==> src/rtl/dram_ctrl_pkg.sv <==
// Shared types and constants for the multi-bank FPM DRAM controller:
// FSM state encoding, config register indices and field widths.
package dram_ctrl_pkg;

    localparam int TW     = 8;
    localparam int RINT_W = 16;

    typedef enum logic [2:0] {
        S_IDLE,
        S_PRE,
        S_ACT,
        S_CAS_ON,
        S_CAS_OFF,
        S_REF_RAS,
        S_REF_PRE
    } state_t;

    localparam logic [3:0] CFG_RINT_LO = 4'd0;
    localparam logic [3:0] CFG_RINT_HI = 4'd1;
    localparam logic [3:0] CFG_MODE    = 4'd2;
    localparam logic [3:0] CFG_T_RAS   = 4'd3;
    localparam logic [3:0] CFG_T_CAS   = 4'd4;
    localparam logic [3:0] CFG_T_RCD   = 4'd5;
    localparam logic [3:0] CFG_T_RP    = 4'd6;
    localparam logic [3:0] CFG_T_CP    = 4'd7;
    localparam logic [3:0] CFG_DONE    = 4'd8;

    // Column width is col_bits+1, never wider than the DRAM address bus.
    function automatic logic [4:0] clamp_cb(input logic [3:0] col_bits, input int unsigned lim);
        logic [4:0] w;
        w = {1'b0, col_bits} + 5'd1;
        if (32'(w) > lim) begin
            w = lim[4:0];
        end
        return w;
    endfunction

endpackage

==> src/rtl/dram_refresh_sched.sv <==
// Refresh scheduler: interval timer, pending flag and refresh row counter.
// The timer runs only while enabled and no refresh is pending; done restarts it.
module dram_refresh_sched
    import dram_ctrl_pkg::*;
#(
    parameter int DA_W = 9
)(
    input  logic              clk_i,
    input  logic              rst_n,
    input  logic              enable,
    input  logic              done,
    input  logic [RINT_W-1:0] interval,
    output logic              refresh_pend,
    output logic [DA_W-1:0]   row_cnt
);

    logic [RINT_W-1:0] timer_reg;

    always_ff @(posedge clk_i or negedge rst_n) begin
        if (!rst_n) begin
            timer_reg    <= '0;
            refresh_pend <= 1'b0;
            row_cnt      <= '0;
        end else if (done) begin
            timer_reg    <= '0;
            refresh_pend <= 1'b0;
            row_cnt      <= row_cnt + DA_W'(1);
        end else if (enable && !refresh_pend) begin
            // >= also recovers if the interval is lowered below a running timer
            if (timer_reg >= interval) begin
                refresh_pend <= 1'b1;
            end else begin
                timer_reg <= timer_reg + RINT_W'(1);
                if (timer_reg + RINT_W'(1) == interval) begin
                    refresh_pend <= 1'b1;
                end
            end
        end
    end

endmodule

==> src/rtl/dram_controller_mb.sv <==
// Multi-bank FPM DRAM controller with per-bank open-row tracking and a byte-wide config port.
// Define DRAM_CBR_REFRESH_EN for CAS-before-RAS refresh; otherwise RAS-only refresh is used.
module dram_controller_mb
    import dram_ctrl_pkg::*;
#(
    parameter int ADDR_W   = 20,
    parameter int DA_W     = 9,
    parameter int BANK_W   = 1,
    parameter int RINT_RST = 390
)(
    input  logic                   clk_i,
    input  logic                   rst_n,
    input  logic                   cfg_we,
    input  logic [3:0]             cfg_idx,
    input  logic [7:0]             cfg_data,
    input  logic                   req_valid,
    output logic                   req_ready,
    input  logic                   req_we,
    input  logic [ADDR_W-1:0]      req_addr,
    output logic                   wr_le,
    output logic                   rd_le,
    output logic                   refresh_pend,
    output logic [DA_W-1:0]        dram_a,
    output logic [2**BANK_W-1:0]   dram_ras_n,
    output logic                   dram_cas_n,
    output logic                   dram_we_n,
    output logic                   dram_oe_n
);

    localparam int NUM_BANKS = 2**BANK_W;

`ifdef DRAM_CBR_REFRESH_EN
    localparam logic CBR = 1'b1;
`else
    localparam logic CBR = 1'b0;
`endif

    state_t              state_reg;
    logic [TW-1:0]       cnt_reg;
    logic [ADDR_W-1:0]   addr_reg;
    logic                we_reg;
    logic                ref_mode_reg;
    logic                cbr_wait_reg;
    logic [NUM_BANKS-1:0] open_valid;
    logic [DA_W-1:0]     open_row [NUM_BANKS];

    logic [RINT_W-1:0]   rint_reg;
    logic [3:0]          col_bits_reg;
    logic                page_en_reg;
    logic [TW-1:0]       t_ras_reg, t_cas_reg, t_rcd_reg, t_rp_reg, t_cp_reg;
    logic                cfg_done_reg;

    logic [DA_W-1:0]     row_cnt;
    logic                ref_done;
    logic                accept;
    logic                page_hit;
    logic [4:0]          cb;
    logic [BANK_W-1:0]   req_bank, cur_bank;
    logic [DA_W-1:0]     req_row, req_col, cur_row, cur_col;

    function automatic logic [DA_W-1:0] addr_col(input logic [ADDR_W-1:0] a, input logic [4:0] w);
        logic [ADDR_W-1:0] mask;
        mask = (ADDR_W'(1) << w) - ADDR_W'(1);
        return DA_W'(a & mask);
    endfunction

    function automatic logic [DA_W-1:0] addr_row(input logic [ADDR_W-BANK_W-1:0] nb, input logic [4:0] w);
        return DA_W'(nb >> w);
    endfunction

    assign cb       = clamp_cb(col_bits_reg, DA_W);
    assign req_bank = req_addr[ADDR_W-1 -: BANK_W];
    assign req_row  = addr_row(req_addr[ADDR_W-BANK_W-1:0], cb);
    assign req_col  = addr_col(req_addr, cb);
    assign cur_bank = addr_reg[ADDR_W-1 -: BANK_W];
    assign cur_row  = addr_row(addr_reg[ADDR_W-BANK_W-1:0], cb);
    assign cur_col  = addr_col(addr_reg, cb);

    assign req_ready = cfg_done_reg && (state_reg == S_IDLE) && !refresh_pend;
    assign accept    = req_valid && req_ready;
    assign wr_le     = accept && req_we;
    assign page_hit  = page_en_reg && open_valid[req_bank] && (open_row[req_bank] == req_row);
    assign ref_done  = (state_reg == S_REF_PRE) && (cnt_reg == '0);

    dram_refresh_sched #(
        .DA_W(DA_W)
    ) u_sched (
        .clk_i       (clk_i),
        .rst_n       (rst_n),
        .enable      (cfg_done_reg),
        .done        (ref_done),
        .interval    (rint_reg),
        .refresh_pend(refresh_pend),
        .row_cnt     (row_cnt)
    );

    always_ff @(posedge clk_i or negedge rst_n) begin
        if (!rst_n) begin
            state_reg    <= S_IDLE;
            cnt_reg      <= '0;
            addr_reg     <= '0;
            we_reg       <= 1'b0;
            ref_mode_reg <= 1'b0;
            cbr_wait_reg <= 1'b0;
            open_valid   <= '0;
            for (int b = 0; b < NUM_BANKS; b++) begin
                open_row[b] <= '0;
            end
            rint_reg     <= RINT_W'(RINT_RST);
            col_bits_reg <= 4'd7;
            page_en_reg  <= 1'b0;
            t_ras_reg    <= '0;
            t_cas_reg    <= '0;
            t_rcd_reg    <= '0;
            t_rp_reg     <= '0;
            t_cp_reg     <= '0;
            cfg_done_reg <= 1'b0;
            dram_a       <= '1;
            dram_ras_n   <= '1;
            dram_cas_n   <= 1'b1;
            dram_we_n    <= 1'b1;
            dram_oe_n    <= 1'b1;
            rd_le        <= 1'b0;
        end else begin
            rd_le <= 1'b0;
            case (state_reg)
                S_IDLE: begin
                    if (cfg_we) begin
                        case (cfg_idx)
                            CFG_RINT_LO: rint_reg[7:0]  <= cfg_data;
                            CFG_RINT_HI: rint_reg[15:8] <= cfg_data;
                            CFG_MODE: begin
                                page_en_reg  <= cfg_data[4];
                                col_bits_reg <= cfg_data[3:0];
                            end
                            CFG_T_RAS:   t_ras_reg    <= cfg_data;
                            CFG_T_CAS:   t_cas_reg    <= cfg_data;
                            CFG_T_RCD:   t_rcd_reg    <= cfg_data;
                            CFG_T_RP:    t_rp_reg     <= cfg_data;
                            CFG_T_CP:    t_cp_reg     <= cfg_data;
                            CFG_DONE:    cfg_done_reg <= cfg_data[0];
                            default: ;
                        endcase
                    end
                    if (refresh_pend) begin
                        if (|open_valid) begin
                            state_reg    <= S_PRE;
                            cnt_reg      <= t_rp_reg;
                            ref_mode_reg <= 1'b1;
                            dram_ras_n   <= '1;
                        end else begin
                            state_reg    <= S_REF_RAS;
                            cnt_reg      <= t_ras_reg;
                            cbr_wait_reg <= CBR;
                            dram_ras_n   <= {NUM_BANKS{CBR}};
                            dram_cas_n   <= ~CBR;
                            dram_a       <= CBR ? {DA_W{1'b1}} : row_cnt;
                        end
                    end else if (accept) begin
                        addr_reg     <= req_addr;
                        we_reg       <= req_we;
                        ref_mode_reg <= 1'b0;
                        dram_oe_n    <= 1'b0;
                        if (page_hit) begin
                            state_reg  <= S_CAS_ON;
                            cnt_reg    <= t_cas_reg;
                            dram_cas_n <= 1'b0;
                            dram_a     <= req_col;
                            dram_we_n  <= ~req_we;
                        end else if (open_valid[req_bank]) begin
                            state_reg            <= S_PRE;
                            cnt_reg              <= t_rp_reg;
                            dram_ras_n[req_bank] <= 1'b1;
                            open_valid[req_bank] <= 1'b0;
                        end else begin
                            state_reg            <= S_ACT;
                            cnt_reg              <= t_rcd_reg;
                            dram_ras_n[req_bank] <= 1'b0;
                            dram_a               <= req_row;
                        end
                    end
                end
                S_PRE: begin
                    if (cnt_reg != '0) begin
                        cnt_reg <= cnt_reg - TW'(1);
                    end else if (ref_mode_reg) begin
                        state_reg    <= S_REF_RAS;
                        cnt_reg      <= t_ras_reg;
                        cbr_wait_reg <= CBR;
                        dram_ras_n   <= {NUM_BANKS{CBR}};
                        dram_cas_n   <= ~CBR;
                        dram_a       <= CBR ? {DA_W{1'b1}} : row_cnt;
                    end else begin
                        state_reg            <= S_ACT;
                        cnt_reg              <= t_rcd_reg;
                        dram_ras_n[cur_bank] <= 1'b0;
                        dram_a               <= cur_row;
                    end
                end
                S_ACT: begin
                    if (cnt_reg != '0) begin
                        cnt_reg <= cnt_reg - TW'(1);
                    end else begin
                        state_reg            <= S_CAS_ON;
                        cnt_reg              <= t_cas_reg;
                        dram_cas_n           <= 1'b0;
                        dram_a               <= cur_col;
                        dram_we_n            <= ~we_reg;
                        open_valid[cur_bank] <= 1'b1;
                        open_row[cur_bank]   <= cur_row;
                    end
                end
                S_CAS_ON: begin
                    if (cnt_reg != '0) begin
                        cnt_reg <= cnt_reg - TW'(1);
                    end else begin
                        state_reg  <= S_CAS_OFF;
                        cnt_reg    <= t_cp_reg;
                        dram_cas_n <= 1'b1;
                        dram_we_n  <= 1'b1;
                        dram_oe_n  <= 1'b1;
                        rd_le      <= ~we_reg;
                        if (!page_en_reg) begin
                            dram_ras_n[cur_bank] <= 1'b1;
                            open_valid[cur_bank] <= 1'b0;
                        end
                    end
                end
                S_CAS_OFF: begin
                    if (cnt_reg != '0) begin
                        cnt_reg <= cnt_reg - TW'(1);
                    end else begin
                        state_reg <= S_IDLE;
                    end
                end
                S_REF_RAS: begin
                    // CBR: CAS was dropped on entry, RAS follows one cycle later
                    if (cbr_wait_reg) begin
                        dram_ras_n   <= '0;
                        cbr_wait_reg <= 1'b0;
                    end else if (cnt_reg != '0) begin
                        cnt_reg <= cnt_reg - TW'(1);
                    end else begin
                        state_reg  <= S_REF_PRE;
                        cnt_reg    <= t_rp_reg;
                        dram_ras_n <= '1;
                        dram_cas_n <= 1'b1;
                        open_valid <= '0;
                    end
                end
                S_REF_PRE: begin
                    if (cnt_reg != '0) begin
                        cnt_reg <= cnt_reg - TW'(1);
                    end else begin
                        state_reg    <= S_IDLE;
                        ref_mode_reg <= 1'b0;
                    end
                end
                default: state_reg <= S_IDLE;
            endcase
        end
    end

endmodule

==> config.mk <==
export PLATFORM = sky130hd
export DESIGN_NAME = dram_controller_mb
export DESIGN_NICKNAME = d
export VERILOG_FILES = /design/src/rtl/dram_ctrl_pkg.sv /design/src/rtl/dram_refresh_sched.sv /design/src/rtl/dram_controller_mb.sv
export SDC_FILE = /design/constraint.sdc
export NUM_CORES = 1
export LEC_CHECK = 0
export CAP_MARGIN = 10
export CORE_UTILIZATION = 50
export CTS_CLUSTER_DIAMETER = 150
export DETAILED_ROUTE_END_ITERATION = 12
export MAX_ROUTING_LAYER = met4
export PLACE_DENSITY_LB_ADDON = 0.2
export RECOVER_POWER = 100
export SYNTH_ARGS = -nofsm -noshare
export SYNTH_HDL_FRONTEND = slang
export SYNTH_SLANG_ARGS = --single-unit
==> constraint.sdc <==
create_clock -name clk_i -period 4.47 [get_ports clk_i]
set_input_delay 0.447 -clock clk_i [delete_from_list [all_inputs] [get_ports clk_i]]
set_output_delay 0.447 -clock clk_i [all_outputs]
set_load 0.05 [all_outputs]
==> metrics.yaml <==
outcome:
  violations: "capacitance limit, slew limit"
  status: "complete, but fails checks"
sta:
  finalCritPeriodShare: 0.949
  fin_crit_ns: 4.24
  max_clock_freq_mhz: 236
  setup_tns_ns: 0
  finalSetupViolations: 0
  hold_viol_final: 0
  timing.hold.ws_ns: 0.458
  fin_skew_ns: 0.0133
  tightestPinTransition_ns: 2.27
  final_max_slew_viol_count: 159
  maxSlewHeadroom: -0.513
  rsz0062_at_grt: "false"
logic_synthesis:
  synth-seq-cells: 156
  yosysSeqAreaShare: 0.356
  yosys_warnings: 0
  syn_avg_cell_area_sq_um: 8.71
  async_flop_share: 1.00
  synth_flop_cell: "dfrtp_1"
  synth_edf_count: 0
  synth_nets: 1328
  syn_inst: 1269
  synth_cell_types: 86
  synth_area_sq_um: 11100
setup_path:
  crit_buf_inv: 1
  crit_slowest_cell: "nor4_1"
  critical-path-max-stage-delay_ns: 0.63
  crit_path_cell_trace: "inv_1 > ha_1 > and2b_1 > a211oi_4 > o21ai_0 > a211oi_1 > nor4_1 > xnor2_1 > o2111ai_1 > or3b_1 > and4b_2 > a21oi_1 > o311ai_2"
  crit_required_ns: 4.80
  critPathMaxFanout: 10
  cp.arrival_ns: 4.57
  critPathKind: "reg -> reg"
  cp_top_family: "simple AND/OR/NAND/NOR gates"
  end_kind: "register"
  start_kind: "register"
floorplan:
  start_util: 0.508
  die_x_microns: 151
  rows: 54
  die_height_microns: 151
  dieArea_sq_um: 22700
  ioPinCount: 55
  coreArea_sq_um: 21800
grt:
  antenna_found_initial: 0
  track_usage: 0.328
  grt_pass1_wl_microns: 55100
  grt_max_degree: 88
  overflow: 0
  grt_pass1_vias: 9896
detailed_routing:
  via_per_inst: 6.48
  vias: 10400
  drc: 0
  first_pass_iters: 7
  drt_iter0_drc: 947
  routed_wl_microns: 34900
  wl_per_cell_microns: 21.8
  antenna_left: 0
layout:
  layout_commonest_cell: "nand2_1"
  seq_area_sq_um: 3930
  fillCellCount: 2004
  finish.utilization: 0.575
  multiInputGateArea_sq_um: 6660
  nNetsFinal: 1365
  fin_area_sq_um: 12500
  drive_above_1_share: 0.157
  areaGrowthSynthToFinish_pct: 13.3
  mostFrequentLayoutCells: "194 x nand2_1, 135 x dfrtp_1, 89 x o21ai_0"
  largest_reg_flops: 20
  n_antenna_cell: 0
min_path:
  min_path_type: "reg -> reg"
clock_tree:
  clk_latency_ns: 0.44
  cts.sinks: 156
  clock_path_buffers: 2
  cts_root_buffer: "clkbuf_16"
  cts_tree: "yes"
  numCtsBuffers: 17
  cts_max_level: 4
  path_clk_slew_ns: 0.07
placed_design:
  placed_cell_area_sq_um: 11900
  gp_congestion: 1.00
  port_buffers: 54
  hpwl_microns: 24800
power:
  finalPower_uw: 11000
  powerDensity_nw_per_um2: 881
  peakVddDrop_mv: 0.368
  power_leakage_uw: 0.00551
job:
  maxCapViolations: 2
area by class of cell:
cell class / instances / area share
Sequential cell: 156 / 0.314
Timing Repair Buffer: 100 / 0.0690
Clock buffer: 17 / 0.0340
Tap cell: 280 / 0.0280
Clock inverter: 15 / 0.0137
Inverter: 30 / 0.00900
Multi-Input combinational cell: 1001 / 0.532
per-stage QoR:
stage	setup WS (ns)	cells
after floorplan	0.572	1269
after global placement	0.310	1562
after detailed placement	0.142	1562
after CTS	0.112	1594
after global routing	0.00836	1599
final	0.230	1599
timing repair:
action | 4_1_cts | 5_1_grt
setup endpoints to repair | 0 | 14
setup buffers | 0 | 5
gates resized for setup | 0 | 5
hold buffers | 0 | 0
per-layer routing:
metal,part of all wire,global-route usage,routed length (microns),vias to the layer above
met5,0,-,0,-
met4,0.029,0.112,997,0
met3,0.075,0.0524,2620,88
met2,0.47,0.519,16400,515
met1,0.43,0.426,14900,5031
li1,-,-,-,4728
synth_stat cells (8+ instances only):
library cell | n | area, sq um
nand2_1 | 194 | 728
dfrtp_1 | 135 | 3380
mux2_2 | 85 | 957
o21ai_0 | 85 | 425
nor2_1 | 77 | 289
a21oi_1 | 58 | 290
clkbuf_1 | 58 | 218
mux2i_1 | 51 | 510
nand3_1 | 44 | 220
and3_1 | 29 | 181
xnor2_1 | 29 | 254
inv_1 | 28 | 105
nor3_1 | 25 | 125
ha_1 | 22 | 275
nand4_1 | 22 | 138
dfstp_2 | 21 | 552
a211oi_1 | 20 | 150
a31oi_1 | 18 | 113
a21o_1 | 17 | 128
a32oi_1 | 15 | 131
xor2_1 | 13 | 114
buf_2 | 11 | 55.1
and2_1 | 10 | 62.6
o31ai_1 | 10 | 75.1
o211ai_1 | 9 | 67.6
o22ai_1 | 9 | 56.3
a22oi_1 | 8 | 60.1
nor2b_1 | 8 | 50.1
where the power goes:
part | internal [uW] | total (uW) | switching (uW)
Clock | 799 | 1480 | 682
Combinational | 2780 | 6920 | 4140
Sequential | 2010 | 2620 | 612
Total | 5590 | 11000 | 5440
cell families (layout without fill, tap and decap cells):
logic type,after synthesis,after routing,synth area share
flops,156,156,0.356
xor+xnor,42,42,0.0333
fa+ha+maj,23,23,0.0258
compound gates,325,325,0.198
mux,141,141,0.141
simple gates,470,470,0.204
buf+inv,112,162,0.0430
worst paths after layout:
kind                            startpoint                   end  slack (ns)  cells past startpoint
setup / recovery           col_bits_reg[1]            cnt_reg[2]        0.23                     13
hold / removal                      we_reg                 rd_le        0.46                      1
max in group asynchronous            rst_n  u_sched.timer_reg[3]        1.15                      2
hold reg to reg                     we_reg                 rd_le        0.46                      1
setup reg to reg           col_bits_reg[1]            cnt_reg[2]        0.23                     13
min in group asynchronous            rst_n          addr_reg[13]        0.66                      1
No activity file was read; power rests on OpenSTA's default activity.
